**config.mk**
```make
export PLATFORM = sky130hd
export DESIGN_NAME = block_word_matcher
export DESIGN_NICKNAME = d
export VERILOG_FILES = /design/src/rtl/block_nest_pkg.sv /design/src/rtl/block_word_matcher.sv
export SDC_FILE = /design/constraint.sdc
export NUM_CORES = 1
export LEC_CHECK = 0
export BUFFER_PORTS_ARGS = -buffer_cell sky130_fd_sc_hd__buf_2
export CAP_MARGIN = 40
export CORE_ASPECT_RATIO = 1.75
export CORE_MARGIN = 2
export CORE_UTILIZATION = 25
export DETAILED_ROUTE_END_ITERATION = 10
export PLACE_DENSITY_LB_ADDON = 0.12
export SYNTH_ARGS = -nofsm -noshare
export SYNTH_HDL_FRONTEND = slang
export SYNTH_SLANG_ARGS = --single-unit
export TNS_END_PERCENT = 50
```
**constraint.sdc**
```tcl
create_clock -name clk -period 1.82 [get_ports clk]
set_input_delay 0.091 -clock clk [delete_from_list [all_inputs] [get_ports clk]]
set_output_delay 0.091 -clock clk [all_outputs]
set_load 0.03 [all_outputs]
```
**src/rtl/block_nest_pkg.sv**
```systemverilog
// ============================================================================
// block_nest_pkg : shared types and codes for the begin/end fork/join checker
// Revision: 1.0
// ============================================================================
`default_nettype none

package block_nest_pkg;

    typedef enum logic [4:0] {
        ST_IDLE,
        ST_B, ST_BE, ST_BEG, ST_BEGI, ST_BEGIN,
        ST_E, ST_EN, ST_END,
        ST_F, ST_FO, ST_FOR, ST_FORK,
        ST_J, ST_JO, ST_JOI, ST_JOIN,
        ST_OTHER
    } match_state_t;

    localparam logic KW_BEGIN_END = 1'b0;
    localparam logic KW_FORK_JOIN = 1'b1;

    localparam logic [1:0] ERR_NONE      = 2'b00;
    localparam logic [1:0] ERR_UNDERFLOW = 2'b01;
    localparam logic [1:0] ERR_MISMATCH  = 2'b10;
    localparam logic [1:0] ERR_OVERFLOW  = 2'b11;

    localparam logic [7:0] CHAR_SPACE = 8'h20;

    function automatic logic [7:0] to_lower(input logic [7:0] ch);
        if (ch >= 8'h41 && ch <= 8'h5A) begin
            return ch | 8'h20;
        end
        return ch;
    endfunction

endpackage

`default_nettype wire

```
**src/rtl/block_word_matcher.sv**
```systemverilog
// ============================================================================
// block_word_matcher : case-insensitive keyword recogniser for the current word
// Revision: 1.0
// ============================================================================
`default_nettype none

module block_word_matcher
    import block_nest_pkg::*;
(
    input  logic       clk,
    input  logic       reset,
    input  logic       in_valid,
    input  logic [7:0] in,
    output logic       is_open,
    output logic       is_close,
    output logic       kw_type
);

    match_state_t state;
    match_state_t state_next;
    logic [7:0]   ch;

    always_ff @(posedge clk or negedge reset) begin
        if (!reset) begin
            state <= ST_IDLE;
        end else begin
            state <= state_next;
        end
    end

    always_comb begin
        ch         = to_lower(in);
        state_next = state;
        if (in_valid) begin
            if (in == CHAR_SPACE) begin
                state_next = ST_IDLE;
            end else begin
                // anything that does not extend a keyword prefix poisons the word
                state_next = ST_OTHER;
                case (state)
                    ST_IDLE: begin
                        if (ch == "b") state_next = ST_B;
                        else if (ch == "e") state_next = ST_E;
                        else if (ch == "f") state_next = ST_F;
                        else if (ch == "j") state_next = ST_J;
                    end
                    ST_B:    if (ch == "e") state_next = ST_BE;
                    ST_BE:   if (ch == "g") state_next = ST_BEG;
                    ST_BEG:  if (ch == "i") state_next = ST_BEGI;
                    ST_BEGI: if (ch == "n") state_next = ST_BEGIN;
                    ST_E:    if (ch == "n") state_next = ST_EN;
                    ST_EN:   if (ch == "d") state_next = ST_END;
                    ST_F:    if (ch == "o") state_next = ST_FO;
                    ST_FO:   if (ch == "r") state_next = ST_FOR;
                    ST_FOR:  if (ch == "k") state_next = ST_FORK;
                    ST_J:    if (ch == "o") state_next = ST_JO;
                    ST_JO:   if (ch == "i") state_next = ST_JOI;
                    ST_JOI:  if (ch == "n") state_next = ST_JOIN;
                    default: state_next = ST_OTHER;
                endcase
            end
        end
    end

    assign is_open  = (state == ST_BEGIN) || (state == ST_FORK);
    assign is_close = (state == ST_END)   || (state == ST_JOIN);
    assign kw_type  = ((state == ST_FORK) || (state == ST_JOIN)) ? KW_FORK_JOIN : KW_BEGIN_END;

endmodule

`default_nettype wire

```
Yosys cells after proc, flatten, opt, wreduce, memory -nomap -nowiden
Cells that the tools add are included.
- logic and storage cells: 58
- flip-flop bits (word level): 5
- output and inout port bits: 3
- muxes and demuxes: 22
- reductions and logical operators: 5
- eq/ne operators: 28
- magnitude comparators: 2
- operators with widths (kind ; count):
    8-bit by 7-bit equality test with 1-bit output, second input constant ; 11
    5-bit 2-to-1 mux ; 16
    5-bit one-hot mux with 13 select lines ; 1
    5-bit by 4-bit equality test with 1-bit output, second input constant ; 8
    5-bit by 3-bit equality test with 1-bit output, second input constant ; 4
    8-bit 2-to-1 mux ; 2
    5-bit by 2-bit equality test with 1-bit output, second input constant ; 2
    8-bit by 6-bit equality test with 1-bit output, second input constant ; 1
    8-bit by 7-bit greater-or-equal comparator with 1-bit output, second input constant ; 1
    8-bit by 7-bit <= comparator with 1-bit output, second input constant ; 1
    5-bit by 1-bit equality test with 1-bit output, second input constant ; 1
    5-bit equality test, second input constant ; 1
    5-bit zero test ; 1
    1-bit logical OR ; 3
    1-bit 2-to-1 mux ; 3
    1-bit logical AND ; 1

Longest topological paths before layout
Gate-level depths: netlist of the first run.
- depth in word-level cells: 11
- mapped depth: 7

Least setup slack after synthesis of the first run
OpenSTA, ideal clock, no wires.
- path type: reg-to-output
- from: reg state[0]
- to: out kw_type
- path slack: 0.175 ns
- arrival: 1.554 ns
- stages on the path, launching flop included: 4
- buffers on the path: 1
- path through: dfrtp_1 > clkbuf_1 > nor2_1 > a21boi_0
- longest elaborated chain between the ends: 3
- RTL lines (item ; RTL line ; text):
    start, declared ; block_word_matcher.sv:19 ; match_state_t state;
    start signal, assigned ; block_word_matcher.sv:27 ; state <= state_next;
    5-bit by 4-bit equality test with 1-bit output or 5-bit equality test (tied branches) ; block_word_matcher.sv:67 ; assign kw_type = ((state == ST_FORK) || (state == ST_JOIN)) ? KW_FORK_JOIN : KW_BEGIN_END;
    1-bit logical OR * ; block_word_matcher.sv:67 ;
    1-bit 2-to-1 mux * ; block_word_matcher.sv:67 ;
    end, declared ; block_word_matcher.sv:16 ; output logic kw_type
Mark *: on every way between the ends. The rest lies on a longest branch, timed or not.

Final worst setup path of the first run
- from: reg state[4]
- to: reg state[4]
- longest elaborated chain between the ends: 3
- RTL lines (item ; RTL line ; text):
    5-bit by 4-bit equality test with 1-bit output, or another cell as far along ; block_word_matcher.sv:40 ; case (state)
    5-bit one-hot mux with 13 select lines * ; block_word_matcher.sv:40 ;
    5-bit 2-to-1 mux * ; block_word_matcher.sv:35 ; if (in == CHAR_SPACE) begin
Marks and branches as above.
A chain may end at the register's enable or synchronous reset.

==> summary.txt, run 1 <==
Largest register FFs: 5
CP Cell Sequence: nand2b_1 > or3_1 > o221ai_2 > nor2_1 > a32oi_1
Diode count: 0
Family with the most delay on the worst path: simple AND/OR/NAND/NOR gates
Worst R2R End: state[4]
# DRC: 0
Routed len/inst: 15.2 µm
Gp weighted congestion: 0.813
Final Hold Viols: 0
Mapped Nets: 128
Crit path kind: flip-flop to flip-flop
Critical-path top delay cell: dfrtp_1
EDFF count, synth: 0
Worst reg2reg path startpoint: state[4]
Worst Slack Setup Final: 0.113 ns
Via count: 986
Layout area overhead: 29.7%
Highest-count cells in the layout ignoring fill and taps: 13 x buf_2, 10 x buf_4, 9 x nand2_1, 7 x nor2_1, 7 x nand3_1
Area after DPL: 0.00105 mm²
Worst path required time: 1.95 ns
F_max: 0.586 GHz
Startpoint types: flip-flop
WL final: 2790 µm
CTS tree: done
Worst R2R Path Depth: 5
DP HPWL: 2330 µm
Final slew viol count: 0
Clk_skew: 0.000490 ns
Share of layout cells above drive strength 1: 27.5%
Largest Register: state
Pwr dens: 637 mW/mm²
Largest net degree at the start of global routing: 19
Nets: 150
Synth cell types: 49
I/O pin cnt: 14
Number of port buffers: 13
Final setup violation count: 0
Worst path arrival time: 1.83 ns
Top FF cell, synth: dfrtp_1
Sequential-to-total area share from yosys stat: 14.5%
DR vias/cell: 5.39
Overall Global Routing Usage: 15.1%
Fin crit share: 93.8%
Leak: 0.435 nW
Post-Syn Area: 865 µm²
Die span in x: 48.5 µm
Commonest non-fill, non-tap cell in the layout: buf_2
Filler cell count: 371
Drt pass-1 iters: 4
Starting Density: 26.0%
DRT iter0 DRCs: 33
Hold Path Sink: state[0]
Yosys reg bits: 5
Min Tclk post-route: 1.71 ns
Clock buffer depth: 2
Actual slew at the worst max-slew pin: 0.427 ns
Clock insertion delay at the later pin of the skew report: 0.22 ns
Core area: 0.00333 mm²
Vias in the first global route: 1026
Worst vdd ir: 0.422 mV
H-tree depth: 1
Buf+Inv Stages, Crit Path: 0
Clock Pin Slew Worst Setup and Hold Paths: 0.03 ns
First-pass GRT wire length: 4640 µm
Die area: 0.00396 mm²
Outcome: completed
Ys Warns: 0
Antenna violations before repair: 0
CP peak stage delay: 0.48 ns
CTS Root Cell: clkbuf_8
Die Y: 81.8 µm
Number of CTS-inserted buffers: 3
Clk sink count: 5
Post-synth ARST share: 100%
Max-cap violations: 0
Row cnt: 28
Fin Setup TNS: 0 ns
R2r setup slk: 0.11 ns
CP max FO: 10
Dpl ws: 0.0680 ns
Hold Crit Class: primary input to flip-flop
Finished Cell Area: 0.00112 mm²
Gr ovfl total: 0
Hold path startpoint: in_valid
ANT nets after route: 0
Cell Count, Final, Fillers Out: 183
Top Registers: state x5
Hold depth: 2
Placed cells: 178
Unrepaired setup endpoints after global routing: no
Mapped Cells: 117
Syn_area_per_cell: 7.39 µm²
Relative slew slack: 71.2%
Worst setup EP type: flip-flop
worst max path at each step:
stage,startpoint,endpoint,cells past startpoint
floorplan,state[0],kw_type,3
global placement,state[4],state[0],5
detailed placement,state[4],state[0],5
CTS,state[4],state[4],5
global route,state[4],state[4],5
finish,state[4],state[4],5
cells in the mapped netlist, types with 2 or more instances:
cell type,count,share of area (%)
a211oi_1,3,2.6
a21o_1,2,1.7
a21oi_1,2,1.2
and3_1,2,1.4
and3b_1,2,2.0
buf_2,4,2.3
buf_4,2,1.7
clkbuf_1,2,0.87
dfrtp_1,5,14
inv_1,3,1.3
nand2_1,9,3.9
nand2b_1,6,4.3
nand3_1,7,4.1
nand3b_1,3,2.6
nand4_1,4,2.9
nor2_1,7,3.0
nor2b_1,5,3.6
nor3_1,6,3.5
nor3b_1,4,3.5
o211a_1,2,2.3
o21ai_0,4,2.3
o221ai_1,2,2.0
o22ai_1,3,2.2
xnor2_1,2,2.0
xor2_1,2,2.0
layout make-up:
type / count / area, µm² / share of cell area, %
clock buffer: 4 / 45.0 / 4.02
inverter: 3 / 11.3 / 1.00
multi-input combinational: 100 / 693 / 61.8
sequential: 5 / 125 / 11.2
tap: 45 / 56.3 / 5.02
timing repair buffer: 26 / 190 / 17.0
cells by family after synthesis:
logic type             synth area share [%]
AND/OR/NAND/NOR                        45.3
AO/OA/AOI/OAI                          29.5
buffers and inverters                  6.66
flip-flops                             14.5
XOR/XNOR                               4.05
per-layer routing:
layer	vias to the layer above	share of wire, %	GRT usage [%]
li1	490	-	-
met1	463	37	13.9
met2	27	57	30.8
met3	6	3.0	2.55
met4	0	2.3	8.86
met5	-	0	0
what timing repair did:
item	in CTS	in global routing
gates resized for setup	0	2
buffers inserted	0	0
endpoints found under the setup margin	0	2
hold buffers	1	0
hold endpoints to repair	5	0
worst register-to-register path, cell delays in order (launching register included):
cell      delay, ns
dfrtp_1        0.48
nand2b_1       0.24
or3_1          0.39
o221ai_2       0.22
nor2_1         0.07
a32oi_1        0.22
where the power goes:
part	leakage [nW]	internal (W)	switching, W
sequential	0.0650	0.000126	0.0000262
clock	0.0228	0.000150	0.0000504
combinational	0.347	0.000151	0.000211
total	0.435	0.000427	0.000288
metrics by stage:
stage	hold slack [ns]	power (W)	util, %
floorplan	-0.205	0.000373	-
global placement	-0.0817	0.000501	31.7
detailed placement	-0.0842	0.000499	31.7
CTS	0.166	0.000707	33.3
global route	0.183	0.000761	33.7
finish	0.171	0.000714	33.7
Power figures use the tool's default switching activity.
==> inputs of run 2 (changes only) <==
--- a/constraint.sdc
+++ b/constraint.sdc
@@ -3,2 +3,2 @@
 set_output_delay 0.091 -clock clk [all_outputs]
-set_load 0.03 [all_outputs]
+set_load 0.1 [all_outputs]
==> summary.txt, run 2 (synthesized netlist as in run 1, its figures left out) <==
Outcome: completed (unchanged)
Clk sink count: 5 (unchanged)
Clock Pin Slew Worst Setup and Hold Paths: 0.03 ns (about the same)
Row cnt: 28 (unchanged)
Drt pass-1 iters: 4 (unchanged)
First-pass GRT wire length: 4820 µm (was 4640 µm)
Number of port buffers: 13 (unchanged)
Die Y: 81.8 µm (unchanged)
Clock buffer depth: 2 (unchanged)
Worst path arrival time: 1.80 ns (was 1.83 ns)
Sequential cell area: 125 µm² (unchanged)
Dpl ws: 0.147 ns (was 0.0680 ns)
Diode count: 0 (unchanged)
Routed len/inst: 15.0 µm (was 15.2 µm)
# DRC: 0 (unchanged)
CTS tree: done (unchanged)
Final slew viol count: 0 (unchanged)
F_max: 0.596 GHz (was 0.586 GHz)
Nets: 159 (was 150)
Highest-count cells in the layout ignoring fill and taps: 21 x buf_4, 11 x buf_2, 9 x nand2_1, 7 x nor2_1, 7 x nand3_1 (was 13 x buf_2, 10 x buf_4, 9 x nand2_1, 7 x nor2_1, 7 x nand3_1)
Overall Global Routing Usage: 15.6% (was 15.1%)
Pint: 0.000495 W (was 0.000427 W)
Multi-input gate area in the final layout: 696 µm² (was 693 µm²)
Fin crit share: 92.2% (was 93.8%)
Clock network fraction of design power: 23.1% (was 28.1%)
CTS Root Cell: clkbuf_8 (unchanged)
Starting Density: 26.0% (unchanged)
Startpoint types: flip-flop (unchanged)
Antenna violations before repair: 0 (unchanged)
Number of CTS-inserted buffers: 3 (unchanged)
Worst setup EP type: flip-flop (unchanged)
CP max FO: 13 (was 10)
Pwr dens: 720 mW/mm² (was 637 mW/mm²)
Final Hold Viols: 0 (unchanged)
Clock insertion delay at the later pin of the skew report: 0.22 ns (about the same)
WL final: 2870 µm (was 2790 µm)
Critical-path top delay cell: dfrtp_1 (unchanged)
Gp weighted congestion: 0.885 (was 0.813)
Layout area overhead: 38.4% (was 29.7%)
Largest register FFs: 5 (unchanged)
DP HPWL: 2370 µm (was 2330 µm)
Area after DPL: 0.00114 mm² (was 0.00105 mm²)
DR vias/cell: 5.31 (was 5.39)
Gr ovfl total: 0 (unchanged)
Leak: 0.485 nW (was 0.435 nW)
Filler cell count: 361 (was 371)
Worst vdd ir: 0.455 mV (was 0.422 mV)
Commonest non-fill, non-tap cell in the layout: buf_4 (was buf_2)
CP Cell Sequence: buf_4 > nor2_1 > nand2_1 > o221ai_1 > a211oi_1 > a32oi_1 (was nand2b_1 > or3_1 > o221ai_2 > nor2_1 > a32oi_1)
Buf+Inv Stages, Crit Path: 1 (was 0)
Core area: 0.00333 mm² (unchanged)
Die area: 0.00396 mm² (unchanged)
Crit path kind: flip-flop to flip-flop (unchanged)
Share of layout cells above drive strength 1: 32.7% (was 27.5%)
Top Registers: state x5 (unchanged)
Seq pwr share: 17.0% (was 21.3%)
Finished Cell Area: 0.00120 mm² (was 0.00112 mm²)
ANT nets after route: 0 (unchanged)
Largest Register: state (unchanged)
Switch share: 42.5% (was 40.3%)
NetSw: 0.000366 W (was 0.000288 W)
Relative slew slack: 67.9% (was 71.2%)
Largest net degree at the start of global routing: 14 (was 19)
Family with the most delay on the worst path: compound AO/OA/AOI/OAI gates (was simple AND/OR/NAND/NOR gates)
Max-cap violations: 0 (unchanged)
Unrepaired setup endpoints after global routing: no (unchanged)
Worst Slack Setup Final: 0.142 ns (was 0.113 ns)
Die span in x: 48.5 µm (unchanged)
CP peak stage delay: 0.45 ns (was 0.48 ns)
Actual slew at the worst max-slew pin: 0.485 ns (was 0.427 ns)
H-tree depth: 1 (unchanged)
Min Tclk post-route: 1.68 ns (was 1.71 ns)
Worst path required time: 1.94 ns (was 1.95 ns)
DRT iter0 DRCs: 28 (was 33)
Final setup violation count: 0 (unchanged)
Via count: 1019 (was 986)
Comb power frac: 59.9% (was 50.6%)
Clk_skew: 0.000807 ns (was 0.000490 ns)
Hold Crit Class: primary input to flip-flop (unchanged)
I/O pin cnt: 14 (unchanged)
Vias in the first global route: 1064 (was 1026)
==> run 2: cell type report <==
type	count	share of cell area, %
multi-input combinational	100	58.2
timing repair buffer	35	22.0
sequential	5	10.5
tap	45	4.71
clock buffer	4	3.77
inverter	3	0.941
==> run 2: path summary, 6_finish.rpt <==
check	slack, ns	depth (start not counted)	from	end
max	0.14	6	state[1]	state[4]
min reg2reg	0.79	3	state[1]	state[1]
max in group asynchronous	1.47	2	reset	state[1]
min	0.18	2	in_valid	state[0]
min in group asynchronous	0.22	2	reset	state[2]
max reg2reg	0.14	6	state[1]	state[4]
==> run 2: through the flow <==
step	util (%)	hold WS [ns]	power [W]	setup TNS, ns	instances
finish	35.9	0.183	0.000862	0	192
global route	35.9	0.195	0.000917	0	192
CTS	35.8	0.176	0.000866	0	192
detailed placement	34.1	-0.0914	0.000659	0	187
global placement	34.1	-0.0925	0.000662	0	187
floorplan	-	-0.205	0.000454	-0.292	117
==> run 2: metal layers <==
layer  routed length [µm]  GRT usage, %  up-vias
met5                    0             0        -
met4                   93          7.14        0
met3                   88          2.91       10
met2                 1630          32.4       25
met1                 1060          14.5      478
li1                     -             -      506
==> run 2: power groups by stage <==
stage	registers (W)	logic, W	clock network [W]
2_1_floorplan	0.000140	0.000314	0
3_3_place_gp	0.000147	0.000515	0
3_5_place_dp	0.000147	0.000512	0
4_1_cts	0.000146	0.000515	0.000204
5_1_grt	0.000148	0.000550	0.000219
6_report	0.000146	0.000516	0.000199
==> run 2: repair_timing <==
action,in CTS,in global routing
buffers inserted,0,0
hold buffers,1,0
hold endpoints to repair,5,0
setup endpoints to repair,0,1
resized for setup,0,1
==> run 2: worst reg2reg max path, stage by stage (launching register included) <==
cell	delay, ns
dfrtp_1	0.45
buf_4	0.22
nor2_1	0.25
nand2_1	0.17
o221ai_1	0.21
a211oi_1	0.07
a32oi_1	0.23
==> inputs of run 3 (changes only) <==
ABC_AREA = 1   (was unset)
SKIP_LAST_GASP = 1   (was unset)
clock period = 2.08 ns   (was 1.82 ns; I/O delays follow)
==> summary.txt, run 3 <==
WL met1: 1110 µm (was 1060 µm)
Die area: 0.00429 mm² (was 0.00396 mm²)
Top cell type's share of synthesized area: 23.1% (was 14.5%)
Die Y: 85.2 µm (was 81.8 µm)
Total chip power: 0.000555 W (was 0.000862 W)
Overall Global Routing Usage: 16.0% (was 15.6%)
Clock insertion delay at the later pin of the skew report: 0.22 ns (about the same)
Synth top area cells: nand2_1 23%, dfrtp_1 13%, nor2_1 13% (was dfrtp_1 14%, nand2b_1 4.3%, nand3_1 4.1%)
Final setup violation count: 0 (unchanged)
Clock network fraction of design power: 31.9% (was 23.1%)
Switch share: 45.4% (was 42.5%)
Crit path kind: flip-flop to output pin (was flip-flop to flip-flop)
H-tree depth: 1 (unchanged)
ANT nets after route: 0 (unchanged)
Largest net degree at the start of global routing: 13 (was 14)
EDFF count, synth: 0 (unchanged)
Met3 wire len: 100 µm (was 88 µm)
Final Hold Viols: 0 (unchanged)
Routed len/inst: 12.7 µm (was 15.0 µm)
Top FF cell, synth: dfrtp_1 (unchanged)
DR vias/cell: 4.82 (was 5.31)
Core area: 0.00363 mm² (was 0.00333 mm²)
Share of layout cells above drive strength 1: 20.2% (was 32.7%)
Mapped Cells: 180 (was 117)
Hold Buf Count CTS: 1 (unchanged)
Clk_skew: 0.00249 ns (was 0.000807 ns)
Family with the most delay on the worst path: buffers and inverters (was compound AO/OA/AOI/OAI gates)
Top post-synthesis cells by count: 58 x nand2_1, 33 x nor2_1, 22 x inv_1 (was 9 x nand2_1, 7 x nand3_1, 7 x nor2_1)
Relative slew slack: 67.8% (was 67.9%)
Startpoint types: flip-flop (unchanged)
CP peak stage delay: 0.43 ns (was 0.45 ns)
Sequential-to-total area share from yosys stat: 13.3% (was 14.5%)
Comb power frac: 46.7% (was 59.9%)
Worst path required time: 1.98 ns (was 1.94 ns)
Synth cell types: 25 (was 49)
Row cnt: 29 (was 28)
Antenna violations before repair: 0 (unchanged)
Yosys reg bits: 5 (unchanged)
I/O pin cnt: 14 (unchanged)
CTS tree: done (unchanged)
Critical-path top delay cell: buf_2 (was dfrtp_1)
WL final: 3110 µm (was 2870 µm)
Vias in the first global route: 1176 (was 1064)
Die span in x: 50.4 µm (was 48.5 µm)
Worst reg2reg path startpoint: state[2] (was state[1])
Max-cap violations: 0 (unchanged)
Gp weighted congestion: 0.903 (was 0.885)
Diode count: 0 (unchanged)
Largest Register: state (unchanged)
Hold Crit Class: primary input to flip-flop (unchanged)
Drt pass-1 iters: 4 (unchanged)
Met2 WL post-DR: 1770 µm (was 1630 µm)
Worst R2R Path Depth: 12 (was 6)
R2r setup slk: 0.38 ns (was 0.14 ns)
Starting Density: 25.9% (was 26.0%)
Ys Warns: 0 (unchanged)
Worst path arrival time: 1.60 ns (was 1.80 ns)
# DRC: 0 (unchanged)
Min Tclk post-route: 1.70 ns
Filler cell count: 451 (was 361)
Buf+Inv Stages, Crit Path: 3 (was 1)
Highest-count cells in the layout ignoring fill and taps: 58 x nand2_1, 33 x nor2_1, 22 x inv_1, 13 x nand3_1, 13 x buf_2 (was 21 x buf_4, 11 x buf_2, 9 x nand2_1, 7 x nor2_1, 7 x nand3_1)
Post-Syn Area: 941 µm² (was 865 µm²)
Actual slew at the worst max-slew pin: 0.487 ns (was 0.485 ns)
Pwr dens: 497 mW/mm² (was 720 mW/mm²)
Via count: 1175 (was 1019)
Hold path startpoint: in_valid (unchanged)
Nets: 210 (was 159)
DRT iter0 DRCs: 51 (was 28)
Pint: 0.000303 W (was 0.000495 W)
CP Cell Sequence: inv_2 > nand2_1 > nor2_1 > inv_1 > o21ai_2 > buf_2 (was buf_4 > nor2_1 > nand2_1 > o221ai_1 > a211oi_1 > a32oi_1)
Number of port buffers: 13 (unchanged)
Commonest non-fill, non-tap cell in the layout: nand2_1 (was buf_4)
Leak: 0.585 nW (was 0.485 nW)
Clock Pin Slew Worst Setup and Hold Paths: 0.03 ns (about the same)
Mapped Nets: 191 (was 128)
Hold Path Sink: state[1] (was state[0])
Worst setup EP type: output pin (was flip-flop)
CP max FO: 5 (was 13)
DP HPWL: 2660 µm (was 2370 µm)
Layout area overhead: 18.9% (was 38.4%)
Synth area leader: nand2_1 (was dfrtp_1)
Post-CTS Setup Bufs: 0 (unchanged)
Seq pwr share: 21.5% (was 17.0%)
Number of CTS-inserted buffers: 3 (unchanged)
F_max: 0.588 GHz
Syn_area_per_cell: 5.23 µm² (was 7.39 µm²)
Worst vdd ir: 0.425 mV (was 0.455 mV)
Top Registers: state x5 (unchanged)
Hold depth: 3 (was 2)
Uppermost routed layer: met4 (unchanged)
Unrepaired setup endpoints after global routing: no (unchanged)
Outcome: completed (unchanged)
Fin Setup TNS: 0 ns (unchanged)
Post-CTS sizing: 0 (unchanged)
First-pass GRT wire length: 5300 µm (was 4820 µm)
Gr ovfl total: 0 (unchanged)
Worst R2R End: state[4] (unchanged)
CTS Root Cell: clkbuf_8 (unchanged)
Clock buffer depth: 2 (unchanged)
Most frequent cell after synthesis: nand2_1 (unchanged)
Fin crit share: 81.7%
Clk sink count: 5 (unchanged)
Post-synth ARST share: 100% (unchanged)
Final slew viol count: 0 (unchanged)
NetSw: 0.000252 W (was 0.000366 W)
Largest register FFs: 5 (unchanged)
run 3: final cells by class:
class                           count  area, µm²  area share (%)
Inverter                           26       97.6            8.72
Clock buffer                        4       45.0            4.03
Tap cell                           46       57.6            5.15
Timing Repair Buffer               16       90.1            8.05
Sequential cell                     5        125            11.2
Multi-Input combinational cell    147        703            62.9
run 3: power by group through the flow:
stage	Clock [W]	Combinational (W)	Sequential (W)
3_3_place_gp	0	0.000258	0.000121
5_1_grt	0.000194	0.000286	0.000121
6_report	0.000177	0.000259	0.000119
3_5_place_dp	0	0.000256	0.000120
4_1_cts	0.000181	0.000258	0.000119
2_1_floorplan	0	0.000192	0.000116
run 3: tightest hold or removal path, stage by stage:
cell and delay (ns):
buf_2 0.11, nand2_1 0.05, nand2_1 0.04
run 3: worst max path at each step:
stage,endpoint,startpoint,cells after the start
2_1_floorplan,is_open,state[3],5
3_3_place_gp,state[0],in[0],13
3_5_place_dp,state[4],in[7],11
4_1_cts,is_open,state[0],5
5_1_grt,state[4],state[0],13
6_report,is_open,state[3],6
run 3: per-layer routing:
layer / global-route usage, % / up-vias
li1: - / 610
met1: 16.4 / 519
met2: 30.7 / 34
met3: 1.23 / 12
met4: 8.85 / 0
met5: 0 / -
run 3: metrics by stage:
step | instance area [µm²] | util [%] | cells | hold WS, ns | setup WS, ns
floorplan | 945 | - | 180 | -0.192 | 0.411
global placement | 1060 | 29.3 | 239 | -0.0758 | 0.342
detailed placement | 1060 | 29.3 | 239 | -0.0754 | 0.350
CTS | 1120 | 30.8 | 244 | 0.120 | 0.367
global route | 1120 | 30.8 | 244 | 0.143 | 0.0835
finish | 1120 | 30.8 | 244 | 0.122 | 0.380
run 3: cell families (layout without fill, tap and decap cells):
family                 Yosys count  after routing  share of synthesized area (%)
AO/OA/AOI/OAI                   11             11                           6.38
flip-flops                       5              5                           13.3
AND/OR/NAND/NOR                136            136                           68.0
buffers and inverters           28             46                           12.4
